===== src/rtl/clock_set_controller_if.sv =====
// Button and display bundle between the clock controller and the board glue.
// The master drives the debounced button pulses; the slave returns the time fields and status.
interface clock_set_controller_if;
  logic       btn_mode;
  logic       btn_inc;
  logic       btn_dec;
  logic [5:0] seconds;
  logic [5:0] minutes;
  logic [4:0] hours;
  logic [1:0] mode;
  logic       blink;
  logic       sec_tick;

  modport master (
    output btn_mode, btn_inc, btn_dec,
    input  seconds, minutes, hours, mode, blink, sec_tick
  );

  modport slave (
    input  btn_mode, btn_inc, btn_dec,
    output seconds, minutes, hours, mode, blink, sec_tick
  );
endinterface


===== src/rtl/clock_set_controller.sv =====
// Timekeeping counters with a 1 Hz prescaler and a RUN / SET_HR / SET_MIN edit FSM.
// state   | meaning
// RUN     | time advances once per CLK_HZ cycles, buttons other than mode ignored
// SET_HR  | time frozen, inc/dec edit hours with wrap
// SET_MIN | time frozen, inc/dec edit minutes with wrap; leaving restarts at hh:mm:00
module clock_set_controller #(
  parameter int CLK_HZ = 100_000_000
) (
  input  logic                   clk,
  input  logic                   reset,
  clock_set_controller_if.slave  bus
);

  localparam int PW = (CLK_HZ > 1) ? $clog2(CLK_HZ) : 1;
  localparam logic [PW-1:0] PRESC_TC   = PW'(CLK_HZ - 1);
  localparam logic [PW-1:0] PRESC_HALF = PW'(CLK_HZ / 2);

  typedef enum logic [1:0] {
    RUN     = 2'b00,
    SET_HR  = 2'b01,
    SET_MIN = 2'b10
  } mode_e;

  mode_e         mode_q, mode_d;
  logic [PW-1:0] presc_q, presc_d;
  logic [5:0]    sec_q, sec_d;
  logic [5:0]    min_q, min_d;
  logic [4:0]    hr_q, hr_d;
  logic          tick_q, tick_d;
  logic          blink_q, blink_d;

  logic presc_tc;
  logic inc_ev;
  logic dec_ev;

  always_comb begin
    presc_tc = (presc_q == PRESC_TC);
    // A mode press swallows any edit in the same cycle; inc+dec cancel.
    inc_ev   = bus.btn_inc & ~bus.btn_dec & ~bus.btn_mode;
    dec_ev   = bus.btn_dec & ~bus.btn_inc & ~bus.btn_mode;

    mode_d  = mode_q;
    presc_d = presc_tc ? '0 : presc_q + 1'b1;
    sec_d   = sec_q;
    min_d   = min_q;
    hr_d    = hr_q;
    tick_d  = 1'b0;

    case (mode_q)
      RUN: begin
        if (bus.btn_mode) mode_d = SET_HR;
        if (presc_tc) begin
          tick_d = 1'b1;
          if (sec_q == 6'd59) begin
            sec_d = 6'd0;
            if (min_q == 6'd59) begin
              min_d = 6'd0;
              hr_d  = (hr_q == 5'd23) ? 5'd0 : hr_q + 5'd1;
            end else begin
              min_d = min_q + 6'd1;
            end
          end else begin
            sec_d = sec_q + 6'd1;
          end
        end
      end
      SET_HR: begin
        if (bus.btn_mode) mode_d = SET_MIN;
        else if (inc_ev) hr_d = (hr_q == 5'd23) ? 5'd0 : hr_q + 5'd1;
        else if (dec_ev) hr_d = (hr_q == 5'd0) ? 5'd23 : hr_q - 5'd1;
      end
      SET_MIN: begin
        if (bus.btn_mode) begin
          mode_d  = RUN;
          sec_d   = 6'd0;
          presc_d = '0;
        end
        else if (inc_ev) min_d = (min_q == 6'd59) ? 6'd0 : min_q + 6'd1;
        else if (dec_ev) min_d = (min_q == 6'd0) ? 6'd59 : min_q - 6'd1;
      end
      default: mode_d = RUN;
    endcase

    // Registered copy of (mode != RUN) && (prescaler >= CLK_HZ/2).
    blink_d = (mode_d != RUN) && (presc_d >= PRESC_HALF);
  end

  always_ff @(posedge clk or posedge reset) begin
    if (reset) begin
      mode_q  <= RUN;
      presc_q <= '0;
      sec_q   <= 6'd0;
      min_q   <= 6'd0;
      hr_q    <= 5'd0;
      tick_q  <= 1'b0;
      blink_q <= 1'b0;
    end else begin
      mode_q  <= mode_d;
      presc_q <= presc_d;
      sec_q   <= sec_d;
      min_q   <= min_d;
      hr_q    <= hr_d;
      tick_q  <= tick_d;
      blink_q <= blink_d;
    end
  end

  assign bus.seconds  = sec_q;
  assign bus.minutes  = min_q;
  assign bus.hours    = hr_q;
  assign bus.mode     = mode_q;
  assign bus.blink    = blink_q;
  assign bus.sec_tick = tick_q;

endmodule


===== src/flat_wrapper.sv =====
// flat-port wrapper written by rule: the top's interface ports become plain ports
module clock_set_controller_flat 
#(
  parameter int CLK_HZ = 100_000_000
)
  (clk, reset, bus_btn_mode, bus_btn_inc, bus_btn_dec, bus_seconds, bus_minutes, bus_hours, bus_mode, bus_blink, bus_sec_tick);
  clock_set_controller_if bus_i ();
  input  logic clk;
  input  logic reset;
  input wire logic [$bits(bus_i.btn_mode)-1:0] bus_btn_mode;
  input wire logic [$bits(bus_i.btn_inc)-1:0] bus_btn_inc;
  input wire logic [$bits(bus_i.btn_dec)-1:0] bus_btn_dec;
  output wire logic [$bits(bus_i.seconds)-1:0] bus_seconds;
  output wire logic [$bits(bus_i.minutes)-1:0] bus_minutes;
  output wire logic [$bits(bus_i.hours)-1:0] bus_hours;
  output wire logic [$bits(bus_i.mode)-1:0] bus_mode;
  output wire logic [$bits(bus_i.blink)-1:0] bus_blink;
  output wire logic [$bits(bus_i.sec_tick)-1:0] bus_sec_tick;
  assign bus_i.btn_mode = bus_btn_mode;
  assign bus_i.btn_inc = bus_btn_inc;
  assign bus_i.btn_dec = bus_btn_dec;
  assign bus_seconds = bus_i.seconds;
  assign bus_minutes = bus_i.minutes;
  assign bus_hours = bus_i.hours;
  assign bus_mode = bus_i.mode;
  assign bus_blink = bus_i.blink;
  assign bus_sec_tick = bus_i.sec_tick;
  clock_set_controller #(.CLK_HZ(CLK_HZ)) u_core (.clk(clk), .reset(reset), .bus(bus_i));
endmodule

===== config.mk =====
export PLATFORM = sky130hd
export DESIGN_NAME = clock_set_controller_flat
export DESIGN_NICKNAME = d
export VERILOG_FILES = /design/src/rtl/clock_set_controller_if.sv /design/src/rtl/clock_set_controller.sv /design/src/flat_wrapper.sv
export SDC_FILE = /design/constraint.sdc
export NUM_CORES = 1
export LEC_CHECK = 0
export BUFFER_PORTS_ARGS = -buffer_cell sky130_fd_sc_hd__buf_2
export CAP_MARGIN = 20
export CORE_ASPECT_RATIO = 1.4
export CORE_MARGIN = 2
export CORE_UTILIZATION = 29
export DETAILED_ROUTE_END_ITERATION = 8
export PLACE_DENSITY = 0.41
export SYNTH_ARGS = -nofsm -noshare
export SYNTH_HDL_FRONTEND = slang
export SYNTH_SLANG_ARGS = --single-unit

===== constraint.sdc =====
create_clock -name clk -period 5.3 [get_ports clk]
set_clock_uncertainty 0.2 [all_clocks]
set_input_delay 1.59 -clock clk [delete_from_list [all_inputs] [get_ports clk]]
set_output_delay 1.59 -clock clk [all_outputs]
set_load 0.1 [all_outputs]

==> Yosys cells after proc, flatten, opt, wreduce, memory -nomap -nowiden <==
Cells that the tools add are included.
{ "word_totals": {"register_bits": 48, "latchBits": 0, "ram_bits": 0, "rom_bits": 0, "output_inout_bits": 21, "memories": 0} }
{ "classes": {"add_sub_neg": 6, "n_mul": 0, "div": 0, "magnitude_cmp": 1, "n_eq_ne": 14, "shifts": 0, "n_mux": 30, "bitwise": 7, "n_reduce_logical": 10} }
{ "ops": {"columns": ["op", "n"], "rows": [
  ["$mux W27", 3],
  ["$mux W6", 10],
  ["$mux W5", 8],
  ["$add A27 B1 Y27 const B", 1],
  ["$eq A27 B27 Y1 const B", 1],
  ["$ge A27 B26 Y1 const B", 1],
  ["$pmux W6 S2", 2],
  ["$add A6 B1 Y6 const B", 2],
  ["$eq A6 B6 Y1 const B", 2],
  ["$pmux W5 S2", 1],
  ["$logic_not A6 Y1", 1],
  ["$mux W2", 3],
  ["$ne A2 B1 Y1 const B", 3],
  ["$ne A2 B2 Y1 const B", 3],
  ["$ne A3 B1 Y1 const B", 2],
  ["$pmux W2 S3", 1],
  ["$reduce_and A6 Y1", 1],
  ["$reduce_bool A2 Y1", 3],
  ["$sub A6 B1 Y6 const B", 1],
  ["$add A5 B1 Y5 const B", 1],
  ["$eq A5 B5 Y1 const B", 1],
  ["$logic_not A5 Y1", 1],
  ["$reduce_and A5 Y1", 1],
  ["$sub A5 B1 Y5 const B", 1],
  ["8 further kinds", 14]
]} }

==> Longest topological paths before layout <==
{ "logic_depth": {"ltp_word": 7, "ltp_mapped": 9, "ltp_nobuf": 7} }

==> Worst setup path after synthesis <==
OpenSTA, ideal clock, no wires.
{ "synth_timing": {"path_kind": "input to register", "startpoint": "input port bus_btn_mode", "endpoint": "register u_core.blink_q, in the netlist u_core.bus.blink", "setup_time_ns": 0.095, "arrival_ns": 2.979, "path_slack_ns": 2.026, "stages": 7, "n_path_buf": 1, "cell_sequence": "buf_2 xnor2_1 nor2_1 nor2_1 or4_1 or3_1 o31ai_1"} }
{ "synth_via": {"elab_chain_cells": 4, "elab_cells_between_ends": 9, "cone_classes": "order compare: 1; mux: 6; reduce/logical: 2"} }
{ "synth_rtl": {"columns": ["element", "line", "source"], "rows": [
  ["start, declared", "flat_wrapper.sv:10", "input wire logic [$bits(bus_i.btn_mode)-1:0] bus_btn_mode;"],
  ["$mux W2 (on tied branches)", "clock_set_controller.sv:73, clock_set_controller.sv:51, clock_set_controller.sv:68", null],
  ["$pmux W2 S3 (*)", "clock_set_controller.sv:49", "case (mode_q)"],
  ["via u_core.mode_d[0]", "clock_set_controller.sv:24", "mode_e mode_q, mode_d;"],
  ["$reduce_bool A2 Y1 (*)", "clock_set_controller.sv:85", "blink_d = (mode_d != RUN) && (presc_d >= PRESC_HALF);"],
  ["$logic_and A1 B1 Y1 (*)", "clock_set_controller.sv:85", null],
  ["via u_core.blink_d", "clock_set_controller.sv:30", "logic blink_q, blink_d;"],
  ["end signal, assigned", "clock_set_controller.sv:104", "blink_q <= blink_d;"],
  ["end, declared", "clock_set_controller.sv:30", null]
]} }
The timed path passes the listed nets; every way through them passes the cells marked *.
A chain may end at the register's enable or synchronous reset.

==> Final worst setup path <==
{ "layout_timing": {"startpoint": "input port bus_btn_dec", "endpoint": "register u_core.min_q[4], in the netlist u_core.bus.minutes[4]"} }
{ "layout_via": {"elab_chain_cells": 6, "elab_cells_between_ends": 10, "cone_classes": "eq/ne: 1; mux: 3; bitwise: 5; reduce/logical: 1"} }
{ "layout_rtl": {"columns": ["element", "line", "source"], "rows": [
  ["start, declared", "flat_wrapper.sv:12", "input wire logic [$bits(bus_i.btn_dec)-1:0] bus_btn_dec;"],
  ["$not A1 Y1", "clock_set_controller.sv:39", "inc_ev = bus.btn_inc & ~bus.btn_dec & ~bus.btn_mode;"],
  ["$and A1 B1 Y1 (2 in series)", "clock_set_controller.sv:39", null],
  ["$mux W6", "clock_set_controller.sv:78", "else if (inc_ev) min_d = (min_q == 6'd59) ? 6'd0 : min_q + 6'd1;"],
  ["$mux W6", "clock_set_controller.sv:73", "if (bus.btn_mode) begin"],
  ["$pmux W6 S2", "clock_set_controller.sv:49", null],
  ["end signal, assigned", "clock_set_controller.sv:101", "min_q <= min_d;"],
  ["end, declared", "clock_set_controller.sv:27", "logic [5:0] min_q, min_d;"]
]} }
Parallel ways exist; a longest one is shown, timed or not. The select of a mux whose other input is x is not followed.

==> results.json <==
{
  "outcome": "complete, no violations",
  "core_area_um2": 10900,
  "total_power_w": 0.00197,
  "final_layout_size_suffix_gt1_frac": 0.141,
  "rows": 45,
  "grtUsageMet2": 0.268,
  "hold_path_startpoint": "u_core.presc_q[0]$_DFF_PP0_",
  "cts_max_level": 2,
  "grt_setup_unrepaired": "false",
  "die_area_um2": 12100,
  "worst_pin_slew_ns": 0.826,
  "reg2reg_from": "u_core.presc_q[0]$_DFF_PP0_",
  "end_kind": "register",
  "io_buffers": 25,
  "synth_compound_area_frac": 0.152,
  "path_max_fanout": 12,
  "final_util": 0.327,
  "synth_nets": 383,
  "yosysUniqueCellTypes": 63,
  "cts_buffers": 5,
  "place_congestion": 0.753,
  "clkTransAtPathRegs_ns": 0.06,
  "path_cells": "buf_2 -> xnor2_1 -> nor2_1 -> nand2_1 -> a21oi_1 -> o21ai_0 -> a22o_1",
  "max_freq_ghz": 0.313,
  "critPathKind": "in2reg",
  "n_antenna_cell": 0,
  "synthTopCellsByArea": "dfrtp_1 (37%), nand2_1 (4.9%), nor2_1 (4.7%)",
  "cts_resized": 0,
  "ir_drop_v": 0.000152,
  "finalMaxSlewViolations": 0,
  "synthAdderAreaFrac": 0.0270,
  "syn_to_final_growth_pct": 9.69,
  "multiInputGateArea_um2": 1860,
  "clk_latency_ns": 0.29,
  "async_reset_ff_frac": 1.00,
  "start_util": 0.298,
  "firstDrtPassIters": 4,
  "yosysTopAreaCellShare": 0.371,
  "hpwl_mm": 6.09,
  "clock-sinks": 48,
  "post_cts_buffers": 0,
  "use_met3": 0.0227,
  "crit_path_max_incr_delay_ns": 0.65,
  "yosys_warnings": 0,
  "synthMuxAreaShare": 0,
  "start_kind": "input pin",
  "cp.arrival_ns": 3.17,
  "die_h_um": 129,
  "p_leak_nw": 1.48,
  "worst-path-buf-inv": 1,
  "grt_antenna_before_repair": 0,
  "dpl.cell_count": 518,
  "n_fill_cell": 1149,
  "synth_edf_count": 0,
  "regArea_um2": 1200,
  "crit_slowest_cell": "a21oi_1",
  "critical_path.top_delay_family": "compound AO/OA/AOI/OAI gates",
  "grt_use_total": 0.146,
  "busiest_layer": "met2",
  "ys_ff_latch": 48,
  "setup_tns_ns": 0,
  "io_pins": 26,
  "finalHoldViolCount": 0,
  "synthSimpleGateAreaFrac": 0.321,
  "hold_buffers": 0,
  "via_per_inst": 5.33,
  "first_global_vias": 2768,
  "fin_crit_ns": 3.19,
  "synth_cells": 371,
  "drt-initial-drc-count": 157,
  "worstPathRequired_ns": 5.27,
  "grt_pass1_wl_mm": 14.1,
  "setup_viol": 0,
  "grt_overflow": 0,
  "routedWlPerCell_um": 15.9,
  "power.density_nw_per_um2": 554,
  "syn_avg_cell_area_um2": 8.74,
  "synth_ff_type": "dfrtp_1",
  "whs_ns": 0.307,
  "finalWirelength_mm": 8.32,
  "stdcell_count": 525,
  "die_w_um": 93.4,
  "cts_tree": "yes",
  "clk_path_buf_depth": 2,
  "yosys.area.top_type": "dfrtp_1",
  "final.period_utilization": 0.602,
  "netlist_area_um2": 3240,
  "holdCritPathClass": "reg2reg",
  "synth-xor-area-share": 0.0729,
  "final_nets": 396,
  "grt_max_degree": 32,
  "clockRootBuffer": "clkbuf_16",
  "cap_violations": 0,
  "num_vias": 2799,
  "seq_area_frac_synth": 0.371,
  "synth_top_family_by_area": "simple AND/OR/NAND/NOR gates",
  "startpoint": "bus_btn_dec",
  "ant_nets": 0,
  "slew_headroom": 0.449,
  "use_met1": 0.169,
  "drc_errors": 0
}
==> cells in the final DEF (no fill, tap or decap), types with 5 or more instances in the layout <==
master / instances
a21oi_1: 21
a22o_1: 5
and3_1: 9
buf_2: 25
clkbuf_16: 5
dfrtp_1: 48
ha_1: 7
inv_1: 8
nand2_1: 42
nand3_1: 19
nand3b_1: 6
nand4_1: 10
nor2_1: 41
nor3_1: 10
nor4_1: 5
o21ai_0: 13
o31ai_1: 10
xnor2_1: 16
xor2_1: 11
==> layout make-up <==
type	instances	area share
clock buffers	7	0.0429
multi-input cells	294	0.523
well taps	141	0.0496
repair buffers	26	0.0373
flip-flops and latches	48	0.338
inverters	9	0.00950
==> state kept, by name, indices dropped and copies added, names as in the netlist <==
register / flops
u_core.bus.seconds: 6
u_core.bus.hours: 5
u_core.bus.sec_tick: 1
u_core.presc_q: 27
u_core.bus.minutes: 6
u_core.bus.mode: 2
u_core.bus.blink: 1
==> metrics by stage <==
stage          cell area [um^2]  setup WS [ns]
2_1_floorplan              3240           2.03
3_3_place_gp               3400           1.87
3_5_place_dp               3400           1.80
4_1_cts                    3560           2.12
5_1_grt                    3560           1.94
6_report                   3560           2.11
==> where the power goes <==
part,internal [W],switching [W],total [W]
sequential,0.000475,0.000196,0.000671
clock,0.000198,0.000134,0.000332
combinational,0.000239,0.000729,0.000968
==> synth_stat cells, types with 10 or more instances <==
master	instances
dfrtp_1	48
nand2_1	42
nor2_1	41
a21oi_1	21
nand3_1	19
xnor2_1	16
o21ai_0	13
xor2_1	11
nand4_1	10
nor3_1	10
o31ai_1	10
==> final timing paths <==
kind                                                          end  slack, ns  cells after the start
worst max register to register  u_core.bus.minutes[4]$_DFFE_PP0P_       2.28                      7
min in group asynchronous            u_core.presc_q[17]$_DFF_PP0_       1.09                      2
worst min register to register        u_core.presc_q[0]$_DFF_PP0_       0.31                      1
worst max-delay path            u_core.bus.minutes[4]$_DFFE_PP0P_       2.11                      7
worst min-delay path                  u_core.presc_q[0]$_DFF_PP0_       0.31                      1
max in group asynchronous            u_core.presc_q[24]$_DFF_PP0_       3.06                      3
==> routing by layer <==
layer | share of wire | vias up
met3 | 0.031 | 11
met5 | 0 | -
met2 | 0.54 | 70
met4 | 0.014 | 0
li1 | - | 1373
met1 | 0.42 | 1345
==> kinds of logic after synthesis <==
logic type	after synthesis
AOI/OAI and AO/OA	74
xor gates and xnor gates	27
adders and majority gates	7
buffers and inverters	29
DFF	48
and+or+nand+nor	186
No activity file was read; power rests on OpenSTA's default activity.
